### src/rtl/script_runner.sv
// Kitchen-script sequencer: walks ScriptMem via pc, decodes each 16-bit word and issues
// operate/target command bytes toward the UART send path, stalling on feedback or time.
module script_runner #(
    parameter int unsigned TICK_CYCLES = 9600,
    parameter int unsigned PC_W        = 8
) (
    input  logic            uart_clk,
    input  logic            rst_n,
    input  logic            enable,
    input  logic            script_mode,
    input  logic [15:0]     script,
    input  logic [3:0]      feedback,
    input  logic            cmd_ready,
    output logic [PC_W-1:0] pc,
    output logic [7:0]      cmd_bits,
    output logic            cmd_valid,
    output logic            running,
    output logic            done,
    output logic            error
);

    typedef enum logic [2:0] {
        StIdle,
        StFetch,
        StDecode,
        StIssue,
        StWaitFb,
        StWaitT,
        StDone,
        StError
    } state_e;

    localparam logic [2:0] OpNop    = 3'b000;
    localparam logic [2:0] OpAct    = 3'b001;
    localparam logic [2:0] OpTgt    = 3'b010;
    localparam logic [2:0] OpWaitFb = 3'b011;
    localparam logic [2:0] OpJmp    = 3'b100;
    localparam logic [2:0] OpWaitT  = 3'b101;
    localparam logic [2:0] OpEnd    = 3'b111;

    state_e          state_q, state_d;
    logic [PC_W-1:0] pc_q, pc_d;
    logic [7:0]      cmd_q, cmd_d;
    logic            cmd_valid_q, cmd_valid_d;
    logic [1:0]      fb_idx_q, fb_idx_d;
    logic            fb_level_q, fb_level_d;
    logic [31:0]     cnt_q, cnt_d;

    logic [2:0]      op;
    logic [7:0]      arg;
    logic [PC_W-1:0] pc_inc;
    logic            fb_match;
    logic            script_unused;

    assign op            = script[2:0];
    assign arg           = script[15:8];
    assign script_unused = ^script[7:3];
    assign pc_inc        = pc_q + PC_W'(1);
    assign fb_match      = (feedback[fb_idx_q] == fb_level_q);

    always_comb begin
        state_d     = state_q;
        pc_d        = pc_q;
        cmd_d       = cmd_q;
        cmd_valid_d = cmd_valid_q;
        fb_idx_d    = fb_idx_q;
        fb_level_d  = fb_level_q;
        cnt_d       = cnt_q;

        if (script_mode) begin
            // Loading a new script always wins, even over a frozen run.
            state_d     = StIdle;
            pc_d        = '0;
            cmd_valid_d = 1'b0;
        end else begin
            unique case (state_q)
                StIdle: begin
                    if (enable) state_d = StFetch;
                end
                StFetch: begin
                    if (enable) state_d = StDecode;
                end
                StDecode: begin
                    if (enable) begin
                        case (op)
                            OpNop: begin
                                pc_d    = pc_inc;
                                state_d = StFetch;
                            end
                            OpAct: begin
                                if (arg >= 8'd1 && arg <= 8'd5) begin
                                    cmd_d       = {arg[5:0], 2'b10};
                                    cmd_valid_d = 1'b1;
                                    state_d     = StIssue;
                                end else begin
                                    state_d = StError;
                                end
                            end
                            OpTgt: begin
                                if (arg >= 8'd1 && arg <= 8'd20) begin
                                    cmd_d       = {arg[5:0], 2'b11};
                                    cmd_valid_d = 1'b1;
                                    state_d     = StIssue;
                                end else begin
                                    state_d = StError;
                                end
                            end
                            OpWaitFb: begin
                                fb_idx_d   = arg[1:0];
                                fb_level_d = arg[4];
                                state_d    = StWaitFb;
                            end
                            OpJmp: begin
                                pc_d    = PC_W'(arg);
                                state_d = StFetch;
                            end
                            OpWaitT: begin
                                if (arg == 8'd0) begin
                                    pc_d    = pc_inc;
                                    state_d = StFetch;
                                end else begin
                                    cnt_d   = 32'(arg) * TICK_CYCLES;
                                    state_d = StWaitT;
                                end
                            end
                            OpEnd:   state_d = StDone;
                            default: state_d = StError;
                        endcase
                    end
                end
                StIssue: begin
                    // Handshake uses the gated valid so a ready seen while frozen is ignored.
                    if (cmd_valid && cmd_ready) begin
                        cmd_valid_d = 1'b0;
                        pc_d        = pc_inc;
                        state_d     = StFetch;
                    end
                end
                StWaitFb: begin
                    if (enable && fb_match) begin
                        pc_d    = pc_inc;
                        state_d = StFetch;
                    end
                end
                StWaitT: begin
                    if (enable) begin
                        if (cnt_q <= 32'd1) begin
                            cnt_d   = '0;
                            pc_d    = pc_inc;
                            state_d = StFetch;
                        end else begin
                            cnt_d = cnt_q - 32'd1;
                        end
                    end
                end
                StDone:  state_d = StDone;
                StError: state_d = StError;
            endcase
        end
    end

    always_ff @(posedge uart_clk or negedge rst_n) begin
        if (!rst_n) begin
            state_q     <= StIdle;
            pc_q        <= '0;
            cmd_q       <= '0;
            cmd_valid_q <= 1'b0;
            fb_idx_q    <= '0;
            fb_level_q  <= 1'b0;
            cnt_q       <= '0;
        end else begin
            state_q     <= state_d;
            pc_q        <= pc_d;
            cmd_q       <= cmd_d;
            cmd_valid_q <= cmd_valid_d;
            fb_idx_q    <= fb_idx_d;
            fb_level_q  <= fb_level_d;
            cnt_q       <= cnt_d;
        end
    end

    assign pc        = pc_q;
    assign cmd_bits  = cmd_q;
    assign cmd_valid = cmd_valid_q & enable;
    assign running   = (state_q != StIdle) && (state_q != StDone) && (state_q != StError);
    assign done      = (state_q == StDone);
    assign error     = (state_q == StError);

endmodule
### config.mk
export PLATFORM = sky130hd
export DESIGN_NAME = script_runner
export DESIGN_NICKNAME = d
export VERILOG_FILES = /design/src/rtl/script_runner.sv
export SDC_FILE = /design/constraint.sdc
export NUM_CORES = 1
export LEC_CHECK = 0
export ABC_AREA = 1
export BUFFER_PORTS_ARGS = -buffer_cell sky130_fd_sc_hd__buf_2
export CELL_PAD_IN_SITES_DETAIL_PLACEMENT = 0
export CELL_PAD_IN_SITES_GLOBAL_PLACEMENT = 1
export CORE_ASPECT_RATIO = 0.5
export CORE_MARGIN = 4
export CORE_UTILIZATION = 43
export DETAILED_ROUTE_END_ITERATION = 12
export GPL_ROUTABILITY_DRIVEN = 0
export MAX_ROUTING_LAYER = met4
export PLACE_DENSITY_LB_ADDON = 0.15
export REMOVE_ABC_BUFFERS = 1
export SLEW_MARGIN = 20
export SYNTH_ARGS = -nofsm -noshare
export SYNTH_HDL_FRONTEND = slang
export SYNTH_SLANG_ARGS = --single-unit
### constraint.sdc
create_clock -name uart_clk -period 2.4 [get_ports uart_clk]
set_clock_uncertainty 0.1 [all_clocks]
set_input_delay 0 -clock uart_clk [delete_from_list [all_inputs] [get_ports uart_clk]]
set_output_delay 0 -clock uart_clk [all_outputs]
set_load 0.05 [all_outputs]
==> results of run 1 <==
==> layout make-up <==
class                           count  area [um^2]
Inverter                           80        300.3
Sequential cell                    55         1376
Fill cell                        1044         4723
Multi-Input combinational cell    564         3282
Clock buffer                        5        125.1
Timing Repair Buffer               77        510.5
Clock inverter                      3        47.55
Tap cell                          140        175.2
==> logic make-up after synthesis <==
logic type,after synthesis,synth area share [%]
adder cells (fa/ha/maj),50,14.15
AO/OA/AOI/OAI,87,9.843
flip-flops,55,28.72
XOR/XNOR,27,4.935
buffers and inverters,92,7.467
AND/OR/NAND/NOR,400,34.88
==> sequential cells by signal (all words and copies together) (netlist names) <==
signal,count
fb_idx_q,2
cnt_q,32
state_q,3
cmd_valid_q,1
pc,8
cmd_bits,8
fb_level_q,1
==> routing by layer <==
metal  global-route usage (%)  vias to the layer above  part of all wire, %
met1                    28.64                     2082                   51
met5                        -                        -                    0
met2                    33.66                       70                   44
met4                    2.146                        0                 0.62
met3                    3.019                        8                  4.7
li1                         -                     2436                    -
==> through the flow <==
step | setup WS, ps | total power [mW]
after floorplan | -519.1 | 3.662
after global placement | -787.4 | 4.524
after detailed placement | -837.8 | 4.537
after CTS | -113.5 | 5.646
after global routing | -306.4 | 6.217
final | -170.3 | 5.682
==> worst max-delay path, delay by kind of cell <==
| family | cells | cell delay, ps |
|---|---|---|
| fa+ha+maj | 5 | 1750 |
| simple gates | 11 | 700 |
| buf+inv | 3 | 180 |
==> layout by cell type (no fill, tap or decap), types with 10 or more instances in the layout <==
| master | count |
|---|---|
| nand2_1 | 199 |
| nor2_1 | 98 |
| inv_1 | 70 |
| dfrtp_1 | 55 |
| nand3_1 | 42 |
| buf_2 | 36 |
| buf_4 | 35 |
| ha_1 | 34 |
| o21ai_0 | 29 |
| a21oi_1 | 28 |
| xor2_1 | 21 |
| nand4_1 | 15 |
| nor3_1 | 11 |
| inv_2 | 10 |
==> where the power goes <==
| part | internal (mW) | switching, mW | total [mW] |
|---|---|---|---|
| clock network | 0.499 | 0.372 | 0.872 |
| registers | 1.24 | 0.308 | 1.54 |
| logic | 1.21 | 2.06 | 3.27 |
==> worst max-delay path by stage <==
| stage | end | cells past startpoint |
|---|---|---|
| after global placement | cnt_q[21]$_DFFE_PN0P_ | 18 |
| final | cnt_q[20]$_DFFE_PN0P_ | 19 |
| after CTS | cnt_q[17]$_DFFE_PN0P_ | 18 |
| after floorplan | cnt_q[21]$_DFFE_PN0P_ | 17 |
| after global routing | cnt_q[20]$_DFFE_PN0P_ | 19 |
| after detailed placement | cnt_q[21]$_DFFE_PN0P_ | 18 |
==> what timing repair did <==
action / 4_1_cts / 5_1_grt
hold endpoints to repair: 39 / 0
setup buffers: 0 / 1
hold buffers: 3 / 0
endpoints found under the setup margin: 8 / 17
resized for setup: 44 / 13
pin swaps: 26 / 5
==> impl_metrics.ini, run 1 <==
[global_routing]
antenna_found_initial = 0
grt_start_max_net_pins = 39
grt_pass1_vias = 4295
grt-ovfl-total = 0
grt_pass1_wl_um = 21070
gr-usage-all-layers_pct = 20.68

[timing]
fmax_mhz = 389.1
period_share_pct = 107.1
setup_viol = 8
hold_viol_final = 0
worst_slew_pin_slew_ps = 947.2
rsz0062_at_grt = yes
min_period_ps = 2570
finalWorstSetupSlack_ps = -170.3
drv_slew = 0
holdWs_ps = 8.224
slew_headroom_pct = 36.86
finalSetupTns_ps = -871.5

[setup_path]
critical_path.max_stage_delay_ps = 500
worstSetupPathType = input pin to flop
startpoint = script[14]
arrival_ps = 2660
critPathMaxFanout = 4
r2r_setup_slack_ps = 250
cp.required_ps = 2490
reg2reg_to = cnt_q[25]$_DFFE_PN0P_
crit_path_end_kind = flop
cp-start-kind = input pin
slowest_stage = fa_1
crit_path_frequent_cell = nand2_1
crit-reg2reg-launch = cnt_q[0]$_DFFE_PN0P_
r2r_cells = 13
cp_cell_sequence = buf_8 > ha_4 > ha_4 > inv_2 > fa_1 > fa_1 > inv_2 > ha_4 > nand2_4 > nor2_2 > nand2_1 > nand2_2 > nand2_2 > nand2_1 > nand2_1 > nand3_1 > nand2_1 > nand2_1 > nand2_1

[yosys]
synth_cells = 711
synthDistinctLibCells = 34
syn-cell-area_um2 = 4792
syn_avg_cell_area_um2 = 6.740
synth-edff-count = 0
synth-seq-cells = 55
yosys_warnings = 0
synth_area_leaders = dfrtp_1 29%, nand2_1 16%, ha_1 11%, nor2_1 8.2%, inv_1 5.8%
synth_commonest_cells = 207 x nand2_1, 105 x nor2_1, 74 x inv_1, 55 x dfrtp_1, 45 x nand3_1
async_flop_share_pct = 100.0
synth-main-ff-cell = dfrtp_1
synth.most_common_cell = nand2_1
yosysTopAreaCellShare_pct = 28.72
yosysSeqAreaShare_pct = 28.72
synth_area_leader_cell = dfrtp_1

[floorplan]
core_area_um2 = 10540
ioPinCount = 45
rows = 26
fp.dieW_um = 157.3
start_util_pct = 45.47
die_y_um = 82.65
dieArea_um2 = 13000

[run_status]
status = finished, violations left
violations = negative setup slack

[finish]
area_growth_pct = 21.38
antenna_cells = 0
fin_area_um2 = 5817
final_core_util_pct = 55.19
stdcell_count = 924
drive_above_1_share_pct = 17.47
layout.nets = 858

[power]
ir_drop_mv = 0.4737
p_leak_nw = 3.066
power.density_nw_per_um2 = 976.7

[clock_tree]
htree_num_levels = 2
cts_max_path_buffers = 2
clkTransAtPathRegs_ps = 80
cts.sinks = 55
clk_latency_ps = 300
ctsRootBufferMaster = clkbuf_16
cts_made_buffers = 5
cts_tree = yes

[place]
place_area_um2 = 5360
hpwl_um = 9830
dpl.cell_count = 912
portBuffers = 39

[worst_hold_path]
hp-class = input pin to flop
min_path_cells = 3
min-delay-start = script[1]
holdPathEnd = cmd_bits[0]$_DFFE_PN0P_

[routing]
drtIter0Drc = 258
remaining_drc_errors = 0
postRouteAntennaNets = 0
vias = 4596
wire_per_inst_um = 13.54
wl_um = 12510
vias_per_cell = 4.974
firstDrtPassIters = 4

[flow_run]
drv_cap = 0
(Power assumes the default switching activity.)
==> inputs of run 2 (changes only) <==
--- a/config.mk
+++ b/config.mk
@@ -10,7 +10,6 @@
 export CELL_PAD_IN_SITES_DETAIL_PLACEMENT = 0
 export CELL_PAD_IN_SITES_GLOBAL_PLACEMENT = 1
 export CORE_ASPECT_RATIO = 0.5
-export CORE_MARGIN = 4
 export CORE_UTILIZATION = 43
 export DETAILED_ROUTE_END_ITERATION = 12
 export GPL_ROUTABILITY_DRIVEN = 0
==> impl_metrics.ini, run 2 (same netlist as run 1, synthesis figures left out) <==
[routing]
wl_um = 12770
remaining_drc_errors = 0
wire_per_inst_um = 13.74
firstDrtPassIters = 4
postRouteAntennaNets = 0
vias = 4680
vias_per_cell = 5.038
drtIter0Drc = 234

[timing]
holdWs_ps = 45.77
fmax_mhz = 383.4
setup_viol = 8
worst_slew_pin_slew_ps = 687.3
period_share_pct = 108.7
slew_headroom_pct = 54.18
hold_viol_final = 0
min_period_ps = 2608
rsz0062_at_grt = yes
drv_slew = 0
finalWorstSetupSlack_ps = -208.0

[global_routing]
antenna_found_initial = 0
grt_start_max_net_pins = 31
grt_pass1_vias = 4387
grt_pass1_wl_um = 21240
grt-ovfl-total = 0
gr-usage-all-layers_pct = 23.73

[finish]
antenna_cells = 0
largest_reg_flops = 32
final_cell_mix = 195 x nand2_1, 99 x nor2_1, 69 x inv_1, 55 x dfrtp_1, 38 x nand3_1
fin_area_um2 = 5933
stdcell_count = 929
area_growth_pct = 23.81
top_register = cnt_q
final_common_cell = nand2_1
drive_above_1_share_pct = 19.52
layout.nets = 863

[clock_tree]
clkTransAtPathRegs_ps = 80
ctsRootBufferMaster = clkbuf_16
cts_tree = yes
cts.sinks = 55
cts_made_buffers = 5
htree_num_levels = 2
cts_max_path_buffers = 2
clk_latency_ps = 300

[run_status]
violations = negative setup slack
status = finished, violations left

[place]
portBuffers = 39
dpl.cell_count = 913
place_area_um2 = 5380
pre_cts_ws_ps = -851.5
hpwl_um = 9934

[power]
ir_drop_mv = 0.4176
p_total_mw = 5.740
power.density_nw_per_um2 = 967.4
p_leak_nw = 3.100

[floorplan]
start_util_pct = 45.61
rows = 26
fp.dieW_um = 151.3
ioPinCount = 45
core_area_um2 = 10510
die_y_um = 76.65
dieArea_um2 = 11600

[worst_hold_path]
holdPathEnd = cmd_bits[0]$_DFFE_PN0P_
min_path_cells = 4
hp-class = input pin to flop
min-delay-start = script[2]

[setup_path]
arrival_ps = 2710
crit-reg2reg-launch = cnt_q[0]$_DFFE_PN0P_
reg2reg_to = state_q[2]$_DFFE_PN0P_
worstSetupPathType = input pin to flop
cp-start-kind = input pin
r2r_cells = 14
crit_path_end_kind = flop
critPathMaxFanout = 4
r2r_setup_slack_ps = 300
cp.required_ps = 2500

[flow_run]
drv_cap = 0
==> run 2: through the flow <==
step	TNS [ps]	util [%]
final	-943.2	56.47
after global placement	-5706	51.20
after detailed placement	-6206	51.20
after global routing	-1895	56.47
after floorplan	-3280	-
after CTS	-551.6	54.98
==> run 2: report_power, final <==
part	leakage [nW]	total (mW)	internal (mW)	switching, mW
registers	0.723	1.55	1.24	0.319
clock network	0.0742	0.766	0.393	0.374
logic	2.30	3.42	1.28	2.14
==> run 2: worst max-delay path, stage by stage <==
cell and delay, ps:
buf_6 100, ha_4 230, ha_4 260, inv_2 30
fa_1 460, fa_1 510, inv_2 50, ha_4 310
nand2_4 60, buf_4 140, nor2_4 120, nand3_2 100
nand3_2 80, nand2_2 50, nand3_2 60, nand2_1 50
nand2_1 50, nand2_1 40
==> run 2: per-layer routing <==
metal	routed length [um]	global-route usage, %	vias up
li1	-	-	2449
met1	6537	32.82	2155
met2	5708	37.44	65
met3	422	3.473	11
met4	100	3.300	0
met5	0	-	-
==> run 2: layout make-up <==
type | instances | area, um^2
timing repair buffer | 82 | 560.5
inverter | 80 | 300.3
clock inverter | 3 | 22.52
sequential | 55 | 1376
multi-input combinational | 564 | 3373
clock buffer | 5 | 125.1
tap | 140 | 175.2
fill | 1023 | 4574
==> run 2: worst max-delay path by stage <==
stage	startpoint	slack, ps	endpoint
floorplan	script[12]	-520	cnt_q[21]$_DFFE_PN0P_
global placement	script[12]	-780	cnt_q[21]$_DFFE_PN0P_
detailed placement	script[12]	-850	cnt_q[21]$_DFFE_PN0P_
CTS	script[14]	-110	cnt_q[17]$_DFFE_PN0P_
global route	script[14]	-300	cnt_q[20]$_DFFE_PN0P_
finish	script[14]	-210	cnt_q[18]$_DFFE_PN0P_
==> run 2: what timing repair did <==
| action | in CTS | in global routing |
|---|---|---|
| setup buffers | 0 | 4 |
| endpoints found under the hold margin | 29 | 0 |
| setup endpoints to repair | 8 | 9 |
| gates resized for setup | 37 | 33 |
| hold buffers | 4 | 0 |
| cloned | 0 | 0 |
| pin swaps | 29 | 18 |
==> inputs of run 3 (changes only) <==
--- a/config.mk
+++ b/config.mk
@@ -16,6 +16,7 @@
 export MAX_ROUTING_LAYER = met4
 export PLACE_DENSITY_LB_ADDON = 0.15
 export REMOVE_ABC_BUFFERS = 1
+export SETUP_SLACK_MARGIN = 0.5
 export SLEW_MARGIN = 20
 export SYNTH_ARGS = -nofsm -noshare
 export SYNTH_HDL_FRONTEND = slang
==> impl_metrics.ini, run 3 (same netlist as run 1, synthesis figures left out) <==
[routing]
remaining_drc_errors = 0
drtIter0Drc = 213
wire_per_inst_um = 14.81
firstDrtPassIters = 5
vias = 4927
wl_um = 14160
postRouteAntennaNets = 0
vias_per_cell = 5.154

[global_routing]
grt-ovfl-total = 0
grt_pass1_vias = 4535
antenna_found_initial = 0
gr-usage-all-layers_pct = 24.76
grt_pass1_wl_um = 22010
grt_start_max_net_pins = 31

[power]
p_sw_share_pct = 49.93
switchingPower_mw = 3.145
ir_drop_mv = 0.4734
p_int_mw = 3.154
seqPwrFrac_pct = 25.5
clkPwrFrac_pct = 12.4
power.density_nw_per_um2 = 938.5
p_leak_nw = 3.328
combPwrFrac_pct = 62.1

[finish]
num-fill-cells = 948
final_cell_mix = 174 x nand2_1, 82 x nor2_1, 63 x inv_1, 53 x dfrtp_1, 50 x buf_4
layout.nets = 890
fin_area_um2 = 6711
drive_above_1_share_pct = 31.62
stdcell_count = 956
largest_reg_flops = 32
final_common_cell = nand2_1
top_register = cnt_q
antenna_cells = 0
area_growth_pct = 40.05

[timing]
fmax_mhz = 378.6
worst_slew_pin_slew_ps = 694.3
finalSetupTns_ps = -1216
period_share_pct = 110.1
drv_slew = 0
min_period_ps = 2641
rsz0062_at_grt = yes
slew_headroom_pct = 53.71
setup_viol = 8
hold_viol_final = 0
finalWorstSetupSlack_ps = -241.5

[clock_tree]
htree_num_levels = 2
cts_max_path_buffers = 2
clkTransAtPathRegs_ps = 80
cts_tree = yes
cts.sinks = 55
cts_made_buffers = 5
ctsRootBufferMaster = clkbuf_16
clk_latency_ps = 310

[setup_path]
cp_top_family = adder cells
cp.required_ps = 2500
worstSetupPathType = input pin to flop
crit_path_end_kind = flop
slowest_stage = fa_1
critical_path.max_stage_delay_ps = 510
cp-start-kind = input pin
arrival_ps = 2740
path_buf_inv = 4
critPathMaxFanout = 4
cp_cell_sequence = buf_8 > ha_4 > ha_4 > inv_2 > fa_1 > fa_1 > inv_2 > ha_4 > nand2_4 > buf_4 > nor2_4 > nand2_2 > nand3_2 > nand2_2 > nand3_2 > nand2_1 > nand2_1 > nand2_1

[floorplan]
dieArea_um2 = 11600
rows = 26
fp.dieW_um = 151.3
die_y_um = 76.65
ioPinCount = 45
core_area_um2 = 10510
start_util_pct = 45.61

[place]
dpl.cell_count = 913
place_area_um2 = 5380
hpwl_um = 9934
portBuffers = 39

[run_status]
status = finished, violations left
violations = negative setup slack

[worst_hold_path]
hp-class = input pin to flop

[flow_run]
drv_cap = 0
run 3: changes by cell type in the layout (fill, tap and decap cells not counted), moves of 6 or more:
| cell | change |
|---|---|
| inv_1 | -6 |
| nand2_4 | +6 |
| nand2_1 | -21 |
| ha_1 | -9 |
| buf_4 | +14 |
| nor2_4 | +8 |
| nand2_2 | +12 |
| o21ai_0 | -6 |
| ha_4 | +9 |
| nor2_1 | -17 |
| nor2_2 | +9 |
| buf_6 | +7 |
| a21oi_2 | +6 |
| a21oi_1 | -6 |
run 3: final timing paths:
kind                                         startpoint                       to  slack (ps)  cells after the start
worst max register to register     cnt_q[1]$_DFFE_PN0P_    cnt_q[12]$_DFFE_PN0P_         340                     14
worst max-delay path                         script[14]    cnt_q[18]$_DFFE_PN0P_        -240                     18
worst min register to register  cmd_bits[1]$_DFFE_PN0P_  cmd_bits[1]$_DFFE_PN0P_         370                      1
worst min-delay path                          script[2]  cmd_bits[0]$_DFFE_PN0P_          50                      4
min in group asynchronous                         rst_n        pc[6]$_DFFE_PN0P_         170                      2
max in group asynchronous                         rst_n   state_q[0]$_DFFE_PN0P_        1420                      3
run 3: metrics by stage:
stage	util, %	setup WS [ps]	hold WS [ps]	power, mW
after floorplan	-	-519.1	-395.6	3.662
after global placement	51.20	-784.5	-26.71	4.517
after detailed placement	51.20	-851.5	-25.25	4.552
after CTS	57.48	-109.3	40.77	5.658
after global routing	63.87	-307.3	79.48	6.793
final	63.87	-241.5	46.82	6.298
run 3: layer usage:
layer	share of wire, %	wire (um)	up-vias	GRT usage [%]
met5	0	0	-	-
met4	1.5	213	0	4.500
met3	3.0	423	21	3.832
met2	47	6619	89	39.18
met1	49	6902	2317	33.62
li1	-	-	2500	-
run 3: final cells by class:
cell class / count / area (um^2) / share of cell area [%]
Clock buffer: 5 / 125.1 / 1.864
Clock inverter: 3 / 22.52 / 0.3356
Inverter: 80 / 344.1 / 5.127
Multi-Input combinational cell: 564 / 3825 / 56.99
Sequential cell: 55 / 1379 / 20.54
Tap cell: 140 / 175.2 / 2.610
Timing Repair Buffer: 108 / 829.5 / 12.36
Timing Repair inverter: 1 / 11.26 / 0.1678
run 3: repair_timing:
item / in CTS / in global routing
hold endpoints to repair: 29 / 0
gates resized for setup: 66 / 139
setup endpoints to repair: 40 / 51
cloned: 0 / 1
hold buffers: 4 / 0
buffers inserted: 15 / 15
pin swaps: 39 / 52
run 3: worst min-delay path, stage by stage:
cell and delay, ps:
buf_2 120, inv_1 80, nand3_1 120, o21ai_0 90
run 3: power by group through the flow:
stage          sequential, mW  combinational (mW)  clock, mW
4_1_cts                  1.56                3.32      0.784
3_3_place_gp             1.56                2.96          0
2_1_floorplan            1.87                1.79          0
5_1_grt                  1.65                4.32      0.826
3_5_place_dp             1.56                3.00          0
6_report                 1.61                3.91      0.780
